==> config.mk <==
export PLATFORM = sky130hd
export DESIGN_NAME = apb_timer_seq
export DESIGN_NICKNAME = d
export VERILOG_FILES = /design/src/rtl/apb_timer_seq.sv
export SDC_FILE = /design/constraint.sdc
export NUM_CORES = 1
export LEC_CHECK = 0
export ABC_CLOCK_PERIOD_IN_PS = 2900
export CORE_MARGIN = 2
export CORE_UTILIZATION = 47
export CTS_CLUSTER_SIZE = 12
export DETAILED_ROUTE_END_ITERATION = 6
export PLACE_DENSITY = 0.92
export SLEW_MARGIN = 40
export SYNTH_ARGS = -nofsm -noshare
export SYNTH_HDL_FRONTEND = slang
export SYNTH_SLANG_ARGS = --single-unit
==> constraint.sdc <==
create_clock -name PCLK -period 2.9 [get_ports PCLK]
set_input_delay 0.435 -clock PCLK [delete_from_list [all_inputs] [get_ports PCLK]]
set_output_delay 0.435 -clock PCLK [all_outputs]
set_load 0.01 [all_outputs]
==> src/rtl/apb_timer_seq.sv <==
// ---------------------------------------------------------------------------
// apb_timer_seq
//
// APB master that programs the system timer for a hardware requester. One
// command is accepted at a time. The block writes CR=0, PSC, ARR and CR (with
// the start bit set), then optionally polls SR until the update event is seen,
// the poll limit is reached, or the requester aborts. An abort stops the timer
// with a final CR=0 write.
//
// Ports
//   PCLK, PRESETn          clock, asynchronous active-low reset
//   cmd_valid / cmd_ready  command handshake (ready only while idle)
//   cmd_psc, cmd_arr       prescaler and auto-reload values
//   cmd_mode, cmd_irq_en   CR[3:2] and CR[1]
//   cmd_wait               poll SR after start
//   abort                  level; only acted on during the poll phase
//   PSEL..PRDATA           APB master port (no PREADY: every transfer is 2 cycles)
//   done                   one-cycle completion pulse
//   done_status            00 started, 01 event, 10 timeout, 11 aborted
//   done_cnt               SR[31:16] from the most recent SR read
//   busy                   high from the cycle after accept through done
// ---------------------------------------------------------------------------
module apb_timer_seq #(
  parameter logic [31:0] BASE_ADDR = 32'h4010_0000,
  parameter int unsigned POLL_GAP  = 4,
  parameter logic [15:0] MAX_POLLS = 16'd1000
) (
  input  logic        PCLK,
  input  logic        PRESETn,
  input  logic        cmd_valid,
  output logic        cmd_ready,
  input  logic [3:0]  cmd_psc,
  input  logic [15:0] cmd_arr,
  input  logic [1:0]  cmd_mode,
  input  logic        cmd_irq_en,
  input  logic        cmd_wait,
  input  logic        abort,
  output logic        PSEL,
  output logic        PENABLE,
  output logic        PWRITE,
  output logic [31:0] PADDR,
  output logic [31:0] PWDATA,
  input  logic [31:0] PRDATA,
  output logic        done,
  output logic [1:0]  done_status,
  output logic [15:0] done_cnt,
  output logic        busy
);

  localparam logic [31:0] ADDR_SR  = BASE_ADDR + 32'h0;
  localparam logic [31:0] ADDR_PSC = BASE_ADDR + 32'h4;
  localparam logic [31:0] ADDR_ARR = BASE_ADDR + 32'h8;
  localparam logic [31:0] ADDR_CR  = BASE_ADDR + 32'hC;

  // Transfer index within a command; STEP_SR is repeated for every poll.
  localparam logic [2:0] STEP_CR_CLR = 3'd0;
  localparam logic [2:0] STEP_PSC    = 3'd1;
  localparam logic [2:0] STEP_ARR    = 3'd2;
  localparam logic [2:0] STEP_CR_GO  = 3'd3;
  localparam logic [2:0] STEP_SR     = 3'd4;

  localparam logic [1:0] ST_STARTED = 2'b00;
  localparam logic [1:0] ST_EVENT   = 2'b01;
  localparam logic [1:0] ST_TIMEOUT = 2'b10;
  localparam logic [1:0] ST_ABORTED = 2'b11;

  localparam int GAP_W = (POLL_GAP > 1) ? $clog2(POLL_GAP) : 1;
  localparam logic [GAP_W-1:0] GAP_LOAD = (POLL_GAP == 0) ? '0 : GAP_W'(POLL_GAP - 1);

  typedef enum logic [2:0] {
    S_IDLE,
    S_SETUP,
    S_ACCESS,
    S_GAP,
    S_STOP_SETUP,
    S_STOP_ACCESS,
    S_DONE
  } state_t;

  state_t             state_q, state_d;
  logic [2:0]         step_q, step_d;
  logic [3:0]         psc_q, psc_d;
  logic [15:0]        arr_q, arr_d;
  logic [1:0]         mode_q, mode_d;
  logic               irq_en_q, irq_en_d;
  logic               wait_q, wait_d;
  logic [15:0]        poll_cnt_q, poll_cnt_d;
  logic [GAP_W-1:0]   gap_cnt_q, gap_cnt_d;
  logic [31:0]        paddr_q, paddr_d;
  logic [31:0]        pwdata_q, pwdata_d;
  logic               pwrite_q, pwrite_d;
  logic [1:0]         status_q, status_d;
  logic [15:0]        cnt_q, cnt_d;

  logic               load_en;
  logic [2:0]         load_step;
  logic [15:0]        poll_inc;

  // Only the event flag and the count field of SR carry meaning here.
  logic               unused_prdata;
  assign unused_prdata = ^PRDATA[15:1];

  assign poll_inc = poll_cnt_q + 16'd1;

  always_comb begin
    state_d    = state_q;
    step_d     = step_q;
    psc_d      = psc_q;
    arr_d      = arr_q;
    mode_d     = mode_q;
    irq_en_d   = irq_en_q;
    wait_d     = wait_q;
    poll_cnt_d = poll_cnt_q;
    gap_cnt_d  = gap_cnt_q;
    paddr_d    = paddr_q;
    pwdata_d   = pwdata_q;
    pwrite_d   = pwrite_q;
    status_d   = status_q;
    cnt_d      = cnt_q;
    load_en    = 1'b0;
    load_step  = step_q;

    case (state_q)
      S_IDLE: begin
        if (cmd_valid) begin
          psc_d      = cmd_psc;
          arr_d      = cmd_arr;
          mode_d     = cmd_mode;
          irq_en_d   = cmd_irq_en;
          wait_d     = cmd_wait;
          poll_cnt_d = '0;
          step_d     = STEP_CR_CLR;
          load_en    = 1'b1;
          load_step  = STEP_CR_CLR;
          state_d    = S_SETUP;
        end
      end

      S_SETUP: state_d = S_ACCESS;

      S_ACCESS: begin
        if (step_q < STEP_CR_GO) begin
          step_d    = step_q + 3'd1;
          load_en   = 1'b1;
          load_step = step_q + 3'd1;
          state_d   = S_SETUP;
        end else if (step_q == STEP_CR_GO) begin
          if (wait_q) begin
            step_d    = STEP_SR;
            load_en   = 1'b1;
            load_step = STEP_SR;
            state_d   = S_SETUP;
          end else begin
            status_d = ST_STARTED;
            state_d  = S_DONE;
          end
        end else begin
          // SR read completes on this edge. Priority: event, then abort,
          // then timeout.
          cnt_d = PRDATA[31:16];
          if (PRDATA[0]) begin
            status_d = ST_EVENT;
            state_d  = S_DONE;
          end else begin
            poll_cnt_d = poll_inc;
            if (abort) begin
              load_en   = 1'b1;
              load_step = STEP_CR_CLR;
              state_d   = S_STOP_SETUP;
            end else if (poll_inc == MAX_POLLS) begin
              status_d = ST_TIMEOUT;
              state_d  = S_DONE;
            end else if (POLL_GAP == 0) begin
              state_d = S_SETUP;
            end else begin
              gap_cnt_d = GAP_LOAD;
              state_d   = S_GAP;
            end
          end
        end
      end

      S_GAP: begin
        if (abort) begin
          load_en   = 1'b1;
          load_step = STEP_CR_CLR;
          state_d   = S_STOP_SETUP;
        end else if (gap_cnt_q == '0) begin
          state_d = S_SETUP;
        end else begin
          gap_cnt_d = gap_cnt_q - 1'b1;
        end
      end

      S_STOP_SETUP: state_d = S_STOP_ACCESS;

      S_STOP_ACCESS: begin
        status_d = ST_ABORTED;
        state_d  = S_DONE;
      end

      S_DONE: state_d = S_IDLE;

      default: state_d = S_IDLE;
    endcase

    // Address/data/direction are registered one cycle ahead of SETUP so they
    // are stable for both phases of the transfer.
    if (load_en) begin
      pwrite_d = 1'b1;
      pwdata_d = '0;
      case (load_step)
        STEP_CR_CLR: paddr_d = ADDR_CR;
        STEP_PSC: begin
          paddr_d  = ADDR_PSC;
          pwdata_d = {28'b0, psc_q};
        end
        STEP_ARR: begin
          paddr_d  = ADDR_ARR;
          pwdata_d = {16'b0, arr_q};
        end
        STEP_CR_GO: begin
          paddr_d  = ADDR_CR;
          pwdata_d = {28'b0, mode_q, irq_en_q, 1'b1};
        end
        default: begin
          paddr_d  = ADDR_SR;
          pwrite_d = 1'b0;
        end
      endcase
    end
  end

  always_ff @(posedge PCLK or negedge PRESETn) begin
    if (!PRESETn) begin
      state_q    <= S_IDLE;
      step_q     <= STEP_CR_CLR;
      psc_q      <= '0;
      arr_q      <= '0;
      mode_q     <= '0;
      irq_en_q   <= 1'b0;
      wait_q     <= 1'b0;
      poll_cnt_q <= '0;
      gap_cnt_q  <= '0;
      paddr_q    <= BASE_ADDR;
      pwdata_q   <= '0;
      pwrite_q   <= 1'b0;
      status_q   <= ST_STARTED;
      cnt_q      <= '0;
    end else begin
      state_q    <= state_d;
      step_q     <= step_d;
      psc_q      <= psc_d;
      arr_q      <= arr_d;
      mode_q     <= mode_d;
      irq_en_q   <= irq_en_d;
      wait_q     <= wait_d;
      poll_cnt_q <= poll_cnt_d;
      gap_cnt_q  <= gap_cnt_d;
      paddr_q    <= paddr_d;
      pwdata_q   <= pwdata_d;
      pwrite_q   <= pwrite_d;
      status_q   <= status_d;
      cnt_q      <= cnt_d;
    end
  end

  assign PSEL        = (state_q == S_SETUP) || (state_q == S_ACCESS) ||
                       (state_q == S_STOP_SETUP) || (state_q == S_STOP_ACCESS);
  assign PENABLE     = (state_q == S_ACCESS) || (state_q == S_STOP_ACCESS);
  assign PWRITE      = pwrite_q;
  assign PADDR       = paddr_q;
  assign PWDATA      = pwdata_q;
  assign cmd_ready   = (state_q == S_IDLE);
  assign busy        = (state_q != S_IDLE);
  assign done        = (state_q == S_DONE);
  assign done_status = status_q;
  assign done_cnt    = cnt_q;

endmodule
==> impl_metrics.csv <==
group,metric,value,unit
clock_tree,clock-sinks,85,
synth,synth_top_family_by_area,"simple AND/OR/NAND/NOR gates",
route,drt_iter0_markers,204,
pwr,swShare,0.385,
final_layout,antennaDiodeCount,0,
synth,synth_compound_area_frac,0.159,
synth,synth_area_leader_cell,"dfrtp_1",
synth,synthSimpleGateAreaFrac,0.196,
synth,async_reset_ff_frac,1.00,
placed_design,dp.cells,674,
timing,fin_skew,0.0158,ns
synth,avgSynthCellArea,9.69,um^2
critical_path,critical_path_required,3.16,ns
synth,seq_area_frac_synth,0.465,
route,antenna_left,0,
pwr,power_per_cell_area,848,nW/um^2
critical_path,cp_slowest_cell,"dfrtp_1",
route,drc,0,
timing,fin_ws,0.353,ns
final_layout,fin_nets,617,
timing,fmax,393,MHz
global_route,grtUsageTotal,0.196,
placed_design,io_buffer_count,86,
critical_path,worstPathMaxFanout,14,
timing,hold_violations,0,
clock_tree,clk-insertion-delay-late,0.38,ns
pwr,ir_drop,0.349,mV
global_route,overflow,0,
synth,netlist_instances,472,
route,dr.pass1.iters,4,
synth,synth.mux.area_fraction,0.0484,
synth,synth-main-ff-cell,"dfrtp_1",
clock_tree,cts_resized,0,
timing,setup_violations,0,
global_route,grt_pass1_wl,16.4,mm
critical_path,end_kind,"register",
pwr,combPwrFrac,0.429,
clock_tree,cts_made_buffers,9,
final_layout,drive_gt1_frac,0.126,
synth,synth_warnings,0,
placed_design,hpwlAfterDp,7.18,mm
clock_tree,path_clk_slew,0.10,ns
floorplan,die_w,103,um
synth,synth_area_leaders,"dfrtp_1 46%, buf_4 8.2%, nand2_1 7.2%, mux2_2 4.2%, o21ai_0 3.5%",
global_route,antenna_found_initial,0,
floorplan,die_h,103,um
global_route,grt_start_max_net_pins,86,
final_layout,instances_no_fill,690,
pwr,p_int,2.90,mW
clock_tree,cts_tree,"built",
timing,tns,0,ns
timing,timing.slew.headroom,0.569,
global_route,grt_pass1_vias,3556,
synth,syn_area,4570,um^2
timing,finalCritPeriodShare,0.878,
clock_tree,cts_root_buf,"clkbuf_8",
timing,rsz0062_at_grt,"no",
critical_path,cp_num_buf_inv,2,
critical_path,crit_arrival,2.81,ns
synth,synth_cell_types,67,
timing,fin_crit,2.55,ns
synth,synth-xor-area-share,0.00574,
final_layout,n_fill_cell,768,
critical_path,critical_path.max_stage_delay,0.47,ns
route,num_vias,3675,
flow_run,maxCapViolations,0,
clock_tree,post-cts-setup-buffer-count,0,
critical_path,worstSetupStartpointType,"register",
hold_path,hold_class,"in2async",
clock_tree,h-tree-depth,3,
placed_design,dp_slack,0.303,ns
pwr,clockPowerShare,0.171,
pwr,p_switching,1.82,mW
critical_path,path_class,"reg2reg",
floorplan,die_area,10500,um^2
floorplan,num_rows,36,
synth,synth-adder-area-share,0.0137,
floorplan,io_pins,148,
final_layout,synthToLayoutAreaGrowth,21.6,%
critical_path,critPathTopFamily,"compound AO/OA/AOI/OAI gates",
clock_tree,holdBufCountCts,0,
pwr,pwr-share-seq,0.400,
route,drt-total-wl,10.0,mm
timing,tightest_slew,0.645,ns
synth,yosys.area.top_type_share,0.465,
run_status,outcome,"complete, no violations",
floorplan,core-area,9590,um^2
clock_tree,clockBufferDepth,2,
route,vias_per_cell,5.33,
synth,postSynthRegisterBits,85,
placed_design,place.gp.congestion,0.899,
timing,slew_violations,0,
floorplan,initial_core_util,0.477,
critical_path,worstPathCellList,"ha_1, ha_1, buf_4, nand2b_1, a21oi_2, a2bb2oi_4, nor3_4, buf_4, a22oi_1, o21ai_1",
synth,synth-edff-count,0,
route,post_drt_wl_per_cell,14.6,um
pwr,power.leakage,2.54,nW
## cell families after synthesis
kind of cell	Yosys count
multiplexers	20
AO/OA/AOI/OAI	105
adder cells (fa/ha/maj)	5
other	2
flip-flops	85
XOR/XNOR	3
buffers and inverters	80
AND/OR/NAND/NOR	172
## worst register-to-register path, cell delays in order, from the launching register on
cell	delay [ns]
dfrtp_1	0.47
ha_1	0.23
ha_1	0.20
buf_4	0.16
nand2b_1	0.17
a21oi_2	0.24
a2bb2oi_4	0.42
nor3_4	0.10
buf_4	0.21
a22oi_1	0.15
o21ai_1	0.09
## metal layers
layer | up-vias | GRT usage | wire length [um]
met5 | - | 0 | 0
met4 | 0 | 0.0933 | 226
met3 | 22 | 0.0312 | 608
met2 | 123 | 0.354 | 5230
met1 | 1802 | 0.228 | 3980
li1 | 1728 | - | -
## flip-flops by register name (all words and copies together), names as in the netlist, 2 cells and up
register,cells
PWDATA,16
psc_q,4
gap_cnt_q,2
PADDR,2
arr_q,16
done_cnt,16
done_status,2
step_q,3
state_q,3
poll_cnt_q,16
mode_q,2
## cell usage in the layout (no fill, tap or decap), drive strengths merged, types with 3 or more instances in the layout
master and n:
buf 10, nand4 8, nand3 12, and3 4
nor4 4, mux2 17, ha 5, o21ai 39
a21oi 14, nand2b 4, inv 12, mux2i 3
a31oi 10, o31ai 6, clkdlybuf4s50 85, nor3 7
dfrtp 85, a22o 13, or3 3, nand2 92
conb 46, nor2 24, a22oi 3, or2 3
clkbuf 10
## area by class of cell
class | instances | area, um^2 | share of cell area
Clock inverter | 7 | 66.3 | 0.0119
Clock buffer | 9 | 124 | 0.0223
Tap cell | 133 | 166 | 0.0299
Sequential cell | 85 | 2130 | 0.382
Timing Repair Buffer | 96 | 940 | 0.169
Multi-Input combinational cell | 351 | 2110 | 0.379
Inverter | 9 | 33.8 | 0.00607
## cell usage after synthesis, drive strengths merged (2+ instances only)
library cell  number
conb               2
nand2             92
o31ai              6
a21oi             14
nor4b              2
mux2              17
o41ai              2
nand4              8
xnor2              2
o22ai              2
a31oi             10
a32o               2
o21ai             39
nor4               4
or3                3
or2                3
a22o              13
nand3             12
inv                9
a21o               2
buf               59
and3               4
and2               2
mux2i              3
clkbuf            12
ha                 5
nor3               7
a22oi              3
nor2              24
nor3b              2
nand2b             4
a2bb2oi            2
dfrtp             85
## final timing paths
kind | from | end | slack [ns] | cells past startpoint
worst max-delay path | step_q[1] | PWDATA[1] | 0.35 | 10
worst min-delay path | PRESETn | arr_q[14] | 0.09 | 1
worst max register to register | step_q[1] | PWDATA[1] | 0.35 | 10
worst min register to register | arr_q[4] | arr_q[4] | 0.48 | 2
max in group asynchronous | PRESETn | state_q[2] | 2.37 | 1
min in group PCLK | arr_q[4] | arr_q[4] | 0.48 | 2
## power by group through the flow
stage	clock (mW)	sequential (mW)	combinational (mW)
4_1_cts	0.811	1.88	2.04
3_5_place_dp	0	1.91	2.03
6_report	0.804	1.89	2.02
2_1_floorplan	0	1.90	1.19
5_1_grt	0.856	1.94	2.25
3_3_place_gp	0	1.87	1.94
## metrics by stage
stage / total power [mW] / cell area (um^2) / utilization / hold slack [ns]
floorplan: 3.09 / 4740 / - / 0.139
global placement: 3.80 / 5370 / 0.559 / 0.456
detailed placement: 3.93 / 5370 / 0.560 / 0.463
CTS: 4.74 / 5560 / 0.580 / 0.125
global route: 5.05 / 5560 / 0.580 / 0.154
finish: 4.72 / 5560 / 0.580 / 0.0868
No activity file was read; power rests on OpenSTA's default activity.
